### src/rtl/mux_sel_arbiter_if.sv
// Handshake bundle between the two mux sources and the select arbiter.
// Sources drive requests and release; the arbiter returns select, grants and busy.
interface mux_sel_arbiter_if;
  logic req_a;
  logic req_b;
  logic done;
  logic sel;
  logic gnt_a;
  logic gnt_b;
  logic busy;

  modport master (
    output req_a, req_b, done,
    input  sel, gnt_a, gnt_b, busy
  );

  modport slave (
    input  req_a, req_b, done,
    output sel, gnt_a, gnt_b, busy
  );
endinterface

### src/rtl/mux_sel_arbiter.sv
// Round-robin 2:1 mux select arbiter with bounded hold under contention; 1-cycle req-to-grant.
// Owner keeps the path until done/req drop, or MAX_HOLD cycles while the other source waits.
module mux_sel_arbiter #(
  parameter int MAX_HOLD = 4,
  parameter int CNT_W    = 8
) (
  input  logic               clk,
  input  logic               rst_n,
  mux_sel_arbiter_if.slave   bus
);

  typedef enum logic [1:0] {
    IDLE  = 2'd0,
    OWN_A = 2'd1,
    OWN_B = 2'd2
  } state_t;

  localparam logic             SRC_A     = 1'b0;
  localparam logic             SRC_B     = 1'b1;
  localparam logic [CNT_W-1:0] HOLD_LAST = CNT_W'(MAX_HOLD - 1);

  state_t           state_q, state_d;
  logic [CNT_W-1:0] cnt_q, cnt_d;
  logic             last_q, last_d;
  logic             sel_q, sel_d;
  logic             gnt_a_q, gnt_a_d;
  logic             gnt_b_q, gnt_b_d;
  logic             busy_q, busy_d;

  logic take_a;
  logic take_b;
  logic release_own;
  logic preempt;

  always_comb begin
    state_d     = state_q;
    cnt_d       = cnt_q;
    last_d      = last_q;
    sel_d       = sel_q;
    take_a      = 1'b0;
    take_b      = 1'b0;
    release_own = 1'b0;
    preempt     = 1'b0;

    unique case (state_q)
      IDLE: begin
        // On a tie the source that did not own last goes first.
        take_a = bus.req_a && (!bus.req_b || last_q == SRC_B);
        take_b = bus.req_b && !take_a;
      end
      OWN_A: begin
        release_own = bus.done || !bus.req_a;
        preempt     = bus.req_b && (cnt_q == HOLD_LAST) && !release_own;
        if (release_own || preempt) begin
          take_b = bus.req_b;
          if (!bus.req_b) state_d = IDLE;
        end else if (cnt_q != HOLD_LAST) begin
          cnt_d = cnt_q + 1'b1;
        end
      end
      OWN_B: begin
        release_own = bus.done || !bus.req_b;
        preempt     = bus.req_a && (cnt_q == HOLD_LAST) && !release_own;
        if (release_own || preempt) begin
          take_a = bus.req_a;
          if (!bus.req_a) state_d = IDLE;
        end else if (cnt_q != HOLD_LAST) begin
          cnt_d = cnt_q + 1'b1;
        end
      end
      default: state_d = IDLE;
    endcase

    if (take_a) begin
      state_d = OWN_A;
      cnt_d   = '0;
      last_d  = SRC_A;
      sel_d   = SRC_A;
    end
    if (take_b) begin
      state_d = OWN_B;
      cnt_d   = '0;
      last_d  = SRC_B;
      sel_d   = SRC_B;
    end

    // sel is not touched on a drop to IDLE so the mux keeps its last source.
    gnt_a_d = (state_d == OWN_A);
    gnt_b_d = (state_d == OWN_B);
    busy_d  = gnt_a_d | gnt_b_d;
  end

  always_ff @(posedge clk or negedge rst_n) begin
    if (!rst_n) begin
      state_q <= IDLE;
      cnt_q   <= '0;
      last_q  <= SRC_B;
      sel_q   <= SRC_A;
      gnt_a_q <= 1'b0;
      gnt_b_q <= 1'b0;
      busy_q  <= 1'b0;
    end else begin
      state_q <= state_d;
      cnt_q   <= cnt_d;
      last_q  <= last_d;
      sel_q   <= sel_d;
      gnt_a_q <= gnt_a_d;
      gnt_b_q <= gnt_b_d;
      busy_q  <= busy_d;
    end
  end

  assign bus.sel   = sel_q;
  assign bus.gnt_a = gnt_a_q;
  assign bus.gnt_b = gnt_b_q;
  assign bus.busy  = busy_q;

endmodule

### src/flat_wrapper.sv
// flat-port wrapper written by rule: the top's interface ports become plain ports
module mux_sel_arbiter_flat 
#(
  parameter int MAX_HOLD = 4,
  parameter int CNT_W    = 8
)
  (clk, rst_n, bus_req_a, bus_req_b, bus_done, bus_sel, bus_gnt_a, bus_gnt_b, bus_busy);
  mux_sel_arbiter_if bus_i ();
  input  logic clk;
  input  logic rst_n;
  input wire logic [$bits(bus_i.req_a)-1:0] bus_req_a;
  input wire logic [$bits(bus_i.req_b)-1:0] bus_req_b;
  input wire logic [$bits(bus_i.done)-1:0] bus_done;
  output wire logic [$bits(bus_i.sel)-1:0] bus_sel;
  output wire logic [$bits(bus_i.gnt_a)-1:0] bus_gnt_a;
  output wire logic [$bits(bus_i.gnt_b)-1:0] bus_gnt_b;
  output wire logic [$bits(bus_i.busy)-1:0] bus_busy;
  assign bus_i.req_a = bus_req_a;
  assign bus_i.req_b = bus_req_b;
  assign bus_i.done = bus_done;
  assign bus_sel = bus_i.sel;
  assign bus_gnt_a = bus_i.gnt_a;
  assign bus_gnt_b = bus_i.gnt_b;
  assign bus_busy = bus_i.busy;
  mux_sel_arbiter #(.MAX_HOLD(MAX_HOLD), .CNT_W(CNT_W)) u_core (.clk(clk), .rst_n(rst_n), .bus(bus_i));
endmodule
### config.mk
export PLATFORM = sky130hd
export DESIGN_NAME = mux_sel_arbiter_flat
export DESIGN_NICKNAME = d
export VERILOG_FILES = /design/src/rtl/mux_sel_arbiter_if.sv /design/src/rtl/mux_sel_arbiter.sv /design/src/flat_wrapper.sv
export SDC_FILE = /design/constraint.sdc
export NUM_CORES = 1
export LEC_CHECK = 0
export CAP_MARGIN = 10
export CORE_MARGIN = 3
export CORE_UTILIZATION = 35
export DETAILED_ROUTE_END_ITERATION = 8
export PLACE_DENSITY = 0.61
export REMOVE_ABC_BUFFERS = 1
export SYNTH_ARGS = -nofsm -noshare
export SYNTH_HDL_FRONTEND = slang
export SYNTH_SLANG_ARGS = --single-unit
export TNS_END_PERCENT = 100
### constraint.sdc
create_clock -name clk -period 3.8 [get_ports clk]
set_input_delay 0.38 -clock clk [delete_from_list [all_inputs] [get_ports clk]]
set_output_delay 0.38 -clock clk [all_outputs]
set_load 0.02 [all_outputs]
Word level (Yosys, flattened, before mapping)
Index checks and enable logic that the tools add are counted.
- bits of input ports: 5
- word-level logic and storage cells: 56
- output and inout bits: 4
- register bits: 15
- bitwise operators: 1
- equal/unequal tests: 8
- $add $sub $neg: 1
- reductions and logical operators: 20
- muxes and demuxes: 19
- operator list (operator ; count):
    $mux W8 ; 5
    $pmux W8 S2 ; 1
    $mux W2 ; 6
    $add A8 B1 Y8 const B ; 1
    $eq A8 B2 Y1 const B ; 1
    $ne A4 B2 Y1 const B ; 2
    $ne A8 B2 Y1 const B ; 1
    $logic_and A1 B1 Y1 ; 6
    $pmux W2 S3 ; 1
    $logic_not A1 Y1 ; 5
    $logic_or A1 B1 Y1 ; 5
    $eq A2 B1 Y1 const B ; 2
    $eq A2 B2 Y1 const B ; 2
    $mux W1 ; 4
    $pmux W1 S2 ; 2
    $reduce_bool A4 Y1 ; 1
    $reduce_and A3 Y1 ; 1
    $logic_not A2 Y1 ; 1
    $reduce_bool A2 Y1 ; 1
    $or A1 B1 Y1 ; 1

Depth between registers and ports, before layout
- depth in word-level cells: 11
- gate-level depth with buffers: 9
- gate-level depth less buffers: 9

Least setup slack after synthesis
No wires, ideal clock.
- path kind: register to register
- start point: register u_core.cnt_q[5]
- end point: register u_core.busy_q (netlist: u_core.bus.busy)
- data arrival time: 1925 ps
- clock period less this slack: 2038 ps
- library setup time: 113 ps
- path buffers: 0
- stages on the path, launching flop included: 8
- required time: 3687 ps
- slack: 1762 ps
- cells stage by stage: dfrtp_1 or4_4 nor4_2 o21ai_2 a21boi_1 or2_1 ha_1 inv_1
- cells in the longest elaborated chain, start to end: 10
- elaborated cells between the ends (all ways): 19
- classes of those cells: eq/ne: 3; mux: 9; bitwise: 1; reduce/logical: 6
- ends and longest elaborated chain (what ; RTL line ; source):
    from (decl) ; mux_sel_arbiter.sv:23 ; logic [CNT_W-1:0] cnt_q, cnt_d;
    from (signal assigned) ; mux_sel_arbiter.sv:104 ; cnt_q <= cnt_d;
    $eq A8 B2 Y1 (*) ; mux_sel_arbiter.sv:53, mux_sel_arbiter.sv:63 ;
    $logic_and A1 B1 Y1 (on tied branches) (2 in a row) ; mux_sel_arbiter.sv:63, mux_sel_arbiter.sv:53 ;
    $logic_or A1 B1 Y1 (on tied branches) ; mux_sel_arbiter.sv:64, mux_sel_arbiter.sv:54 ;
    $mux W2, or another cell as far along ; mux_sel_arbiter.sv:64 ; if (release_own || preempt) begin
    $pmux W2 S3 / $pmux W1 S2 (equally long branches) ; mux_sel_arbiter.sv:45 ; unique case (state_q)
    $mux W2 ; mux_sel_arbiter.sv:74 ; if (take_a) begin
    $mux W2 (*) ; mux_sel_arbiter.sv:80 ; if (take_b) begin
    $eq A2 B1 Y1 / $eq A2 B2 Y1 (equally long branches) ; mux_sel_arbiter.sv:88, mux_sel_arbiter.sv:89 ;
    $or A1 B1 Y1 (*) ; mux_sel_arbiter.sv:90 ; busy_d = gnt_a_d | gnt_b_d;
    net u_core.busy_d ; mux_sel_arbiter.sv:28 ; logic busy_q, busy_d;
    to (signal assigned) ; mux_sel_arbiter.sv:109 ; busy_q <= busy_d;
    to (decl) ; mux_sel_arbiter.sv:28 ;
The timed path passes the listed nets; every way through them passes the cells marked *.
A chain may end at the register's enable or synchronous reset.

Worst setup path after layout
- start point: register u_core.cnt_q[4]
- end point: register u_core.busy_q (netlist: u_core.bus.busy)
The elaborated chain is that of the path after synthesis.

==> key figures <==
Global route
  • GRT Max-Usage Layer: met1
  • First-pass GRT wire length: 2842 um
  • GR Layer Usage met3: 3.016%
  • Congestion Overflow GR: 0
  • All-Layer GR Usage: a little under an eighth
  • GR Util met2: 15.54%
  • M1 GR Usage: between 10% and 20%
  • Pin count of the biggest net entering global routing: 16
  • Vias in the first global route: 633
  • Initial antenna violation count: 0

Logic synthesis
  • Async set-reset flop share out of synthesis: 100.0%
  • Cell taking the most area after synthesis: dfrtp_1
  • Synth Cell Area: 870.8 um2
  • Main area contributors after synthesis: dfrtp_1, ha_1, xnor2_1
  • Synth Instances: 88
  • Yosys warning total: 0
  • Yosys cell types: 27
  • Yosys top cell area share: 40.23%
  • Most frequent cell after synthesis: dfrtp_1
  • EDFF count, synth: 0
  • #FFs+latches synth: 15
  • Top cells by count, synth: dfrtp_1, nor2_1, ha_1, xnor2_1
  • Main synth FF type: dfrtp_1
  • Register area share after synthesis: approximately 43%
  • Syn_area_per_cell: 9.896 um2

CTS
  • Insertion delay to the later sink of the worst-skew pair: 0.28 ns
  • CTS Sinks: 15
  • Hold Buf Count CTS: 0
  • H-tree depth: 1
  • CTS buffer count: 3
  • TritonCTS clock tree: built
  • Clock root cell: clkbuf_4
  • Post-CTS Resized: 0
  • Clock buffer depth: 2
  • Worst-path clk slew: around 0.09 ns
  • Postcts setup bufs: 0

Place
  • Final GP Congestion: 0.7966
  • Placed Cells: 123
  • Port bufs: 8
  • Pre-CTS setup slack: 1.602 ns
  • Post-DP HPWL: 1165 um

STA
  • Slew headroom: 56.86%
  • Crit path time final: ~2.1 ns
  • Final period util: 55.98%
  • Slew Limit Fails: 0
  • Setup ws final: 1.673 ns
  • RSZ-0062 raised after global routing: no
  • Maximum clock rate: roughly 0.47 GHz
  • Post-Route Skew: 0.003032 ns
  • Final setup violation count: 0
  • Post-route setup TNS: 0 ns
  • Tightest Pin Transition: 0.6451 ns
  • Fin. Hold Viols: 0

Setup path
  • Reg2Reg Setup Slack: roughly 1.7 ns
  • CP endpoint kind: register
  • Critical path origin: u_core.cnt_q[4]$_DFFE_PN0P_
  • Worst path max stage delay: 0.55 ns
  • Slowest CP cell: or4_4
  • Critical R2R Launch: u_core.cnt_q[4]$_DFFE_PN0P_
  • Crit-path cells: or4_4, nor4_2, o21ai_2, a21boi_1, or2_1, ha_1, inv_1
  • Critical path class: register to register
  • Reg2reg end: u_core.bus.busy$_DFF_PN0_
  • Worst setup path end: u_core.bus.busy$_DFF_PN0_
  • WP data required: 3.99 ns
  • Startpoint Class: register
  • Critical Path AT: about 2.3 ns
  • CP max FO: 6
  • Path depth of the worst reg2reg path: 7

Power and ir drop
  • Sw power: between 0.0002 and 0.0003 W
  • Lkg Pwr: 0.4200 nW
  • Sequential power share: 36.2%
  • P_int: 0.0003867 W
  • Switching share of total power: about two fifths
  • Maximum vdd drop: 0.0003106 V
  • Pwr Density: 653.2 nW/um2
  • Combinational cell fraction of total power: 49.7%
  • Clock power share: 14.1%

Routing
  • Post-Route WL: 1600 um
  • DRT iter0 DRCs: 6
  • Drt via density: approximately 4.9
  • Drt wl/cell: ~13 um
  • Via count: 628
  • DRC: 0
  • First-pass detailed-route iteration total: 4
  • Antenna-violating nets left: 0

Floorplan
  • Starting Density: between 30% and 40%
  • Die Height: 55.88 um
  • Area of the core: 2276 um2
  • Die width: 55.88 um
  • Site Rows: 17
  • Ports: 9
  • Die Area: 3123 um2

Layout
  • Fill cell count: between 200 and 250
  • # nets final: 112
  • Area delta synth->final: 14.94%
  • Antenna diodes: 0
  • Share of layout cells above drive strength 1: 12.12%
  • Post-route insts no fill: 127
  • Final core utilization: 43.98%

Hold path
  • HP Class: input pin to asynchronous set/reset pin

Status
  • Outcome: finished clean

Flow run
  • Max cap viols: 0
-- cells by family (layout without fill, tap and decap cells) --
logic type / after synthesis / after routing / synth area share (%)
simple gates: 35 / 35 / 20.98
buf+inv: 6 / 17 / 3.448
xor+xnor: 7 / 7 / 7.040
compound gates: 18 / 18 / 15.23
fa+ha+maj: 7 / 7 / 10.06
flops: 15 / 15 / 43.25
-- power by group through the flow --
stage                     Combinational, W  Clock (W)  Sequential, W
after floorplan                   0.000211          0       0.000256
after global placement            0.000325          0       0.000239
after detailed placement          0.000328          0       0.000239
after CTS                         0.000330  0.0000959       0.000237
after global routing              0.000375   0.000105       0.000243
final                             0.000325  0.0000922       0.000237
-- metrics by stage --
| step | total power, W | cell area (um2) | hold slack (ns) |
|---|---|---|---|
| final | 0.0006539 | 1001 | 0.4871 |
| after floorplan | 0.0004671 | 859.6 | 0.08441 |
| after global placement | 0.0005635 | 974.7 | 0.4998 |
| after global routing | 0.0007237 | 1001 | 0.5358 |
| after CTS | 0.0006621 | 1001 | 0.5201 |
| after detailed placement | 0.0005670 | 974.7 | 0.4888 |
-- critical path, delay by kind of cell, from the launching register on --
family / cells / cell delay, ns
adders and majority gates: 1 / 0.27
DFF: 1 / 0.43
buffers and inverters: 1 / 0.03
and+or+nand+nor: 3 / 1.02
AOI/OAI and AO/OA: 2 / 0.29
-- final cells by class --
| cell class | instances | area (um2) | share of cell area, % |
|---|---|---|---|
| tap | 28 | 35.03 | 3.500 |
| sequential | 15 | 376.6 | 37.62 |
| timing repair buffer | 8 | 80.08 | 8.000 |
| multi-input combinational | 67 | 464.2 | 46.37 |
| inverter | 5 | 18.77 | 1.875 |
| clock buffer | 4 | 26.28 | 2.625 |
-- cells in the final DEF, fill, tap and decap left out, drive strengths merged, types with 2 or more instances in the layout --
cell type and n:
xnor2 7, a31o 2, nand2 4, o21ai 4, nor3 3, ha 7
nor2 12, nand3 3, nor4 4, clkbuf 4, a21o 2, clkdlybuf4s50 8
dfrtp 14, nand2b 5, a21oi 4, nor2b 2, inv 5
-- state kept, by name, indices dropped and copies added, names as in the netlist --
signal / cells
u_core.bus.gnt_b: 1
u_core.bus.busy: 1
u_core.bus.gnt_a: 1
u_core.state_q: 2
u_core.cnt_q: 8
u_core.bus.sel: 1
u_core.last_q: 1
-- worst min-delay path by stage --
stage | startpoint | to | slack, ns | depth (start not counted)
2_1_floorplan | rst_n | u_core.bus.busy$_DFF_PN0_ | 0.08 | 0
3_3_place_gp | u_core.bus.sel$_DFFE_PN0P_ | u_core.bus.sel$_DFFE_PN0P_ | 0.50 | 1
3_5_place_dp | u_core.bus.sel$_DFFE_PN0P_ | u_core.bus.sel$_DFFE_PN0P_ | 0.49 | 1
4_1_cts | u_core.bus.sel$_DFFE_PN0P_ | u_core.bus.sel$_DFFE_PN0P_ | 0.52 | 1
5_1_grt | rst_n | u_core.cnt_q[3]$_DFFE_PN0P_ | 0.54 | 1
6_report | rst_n | u_core.bus.gnt_b$_DFF_PN0_ | 0.49 | 1
-- routing by layer --
layer / share of wire (%) / routed length, um / vias up
met3: 3.0 / 48 / 4
met5: 0 / 0 / -
met4: 3.0 / 48 / 0
met2: 42 / 669 / 7
met1: 52 / 834 / 289
li1: - / - / 328
Power figures use the tool's default switching activity.
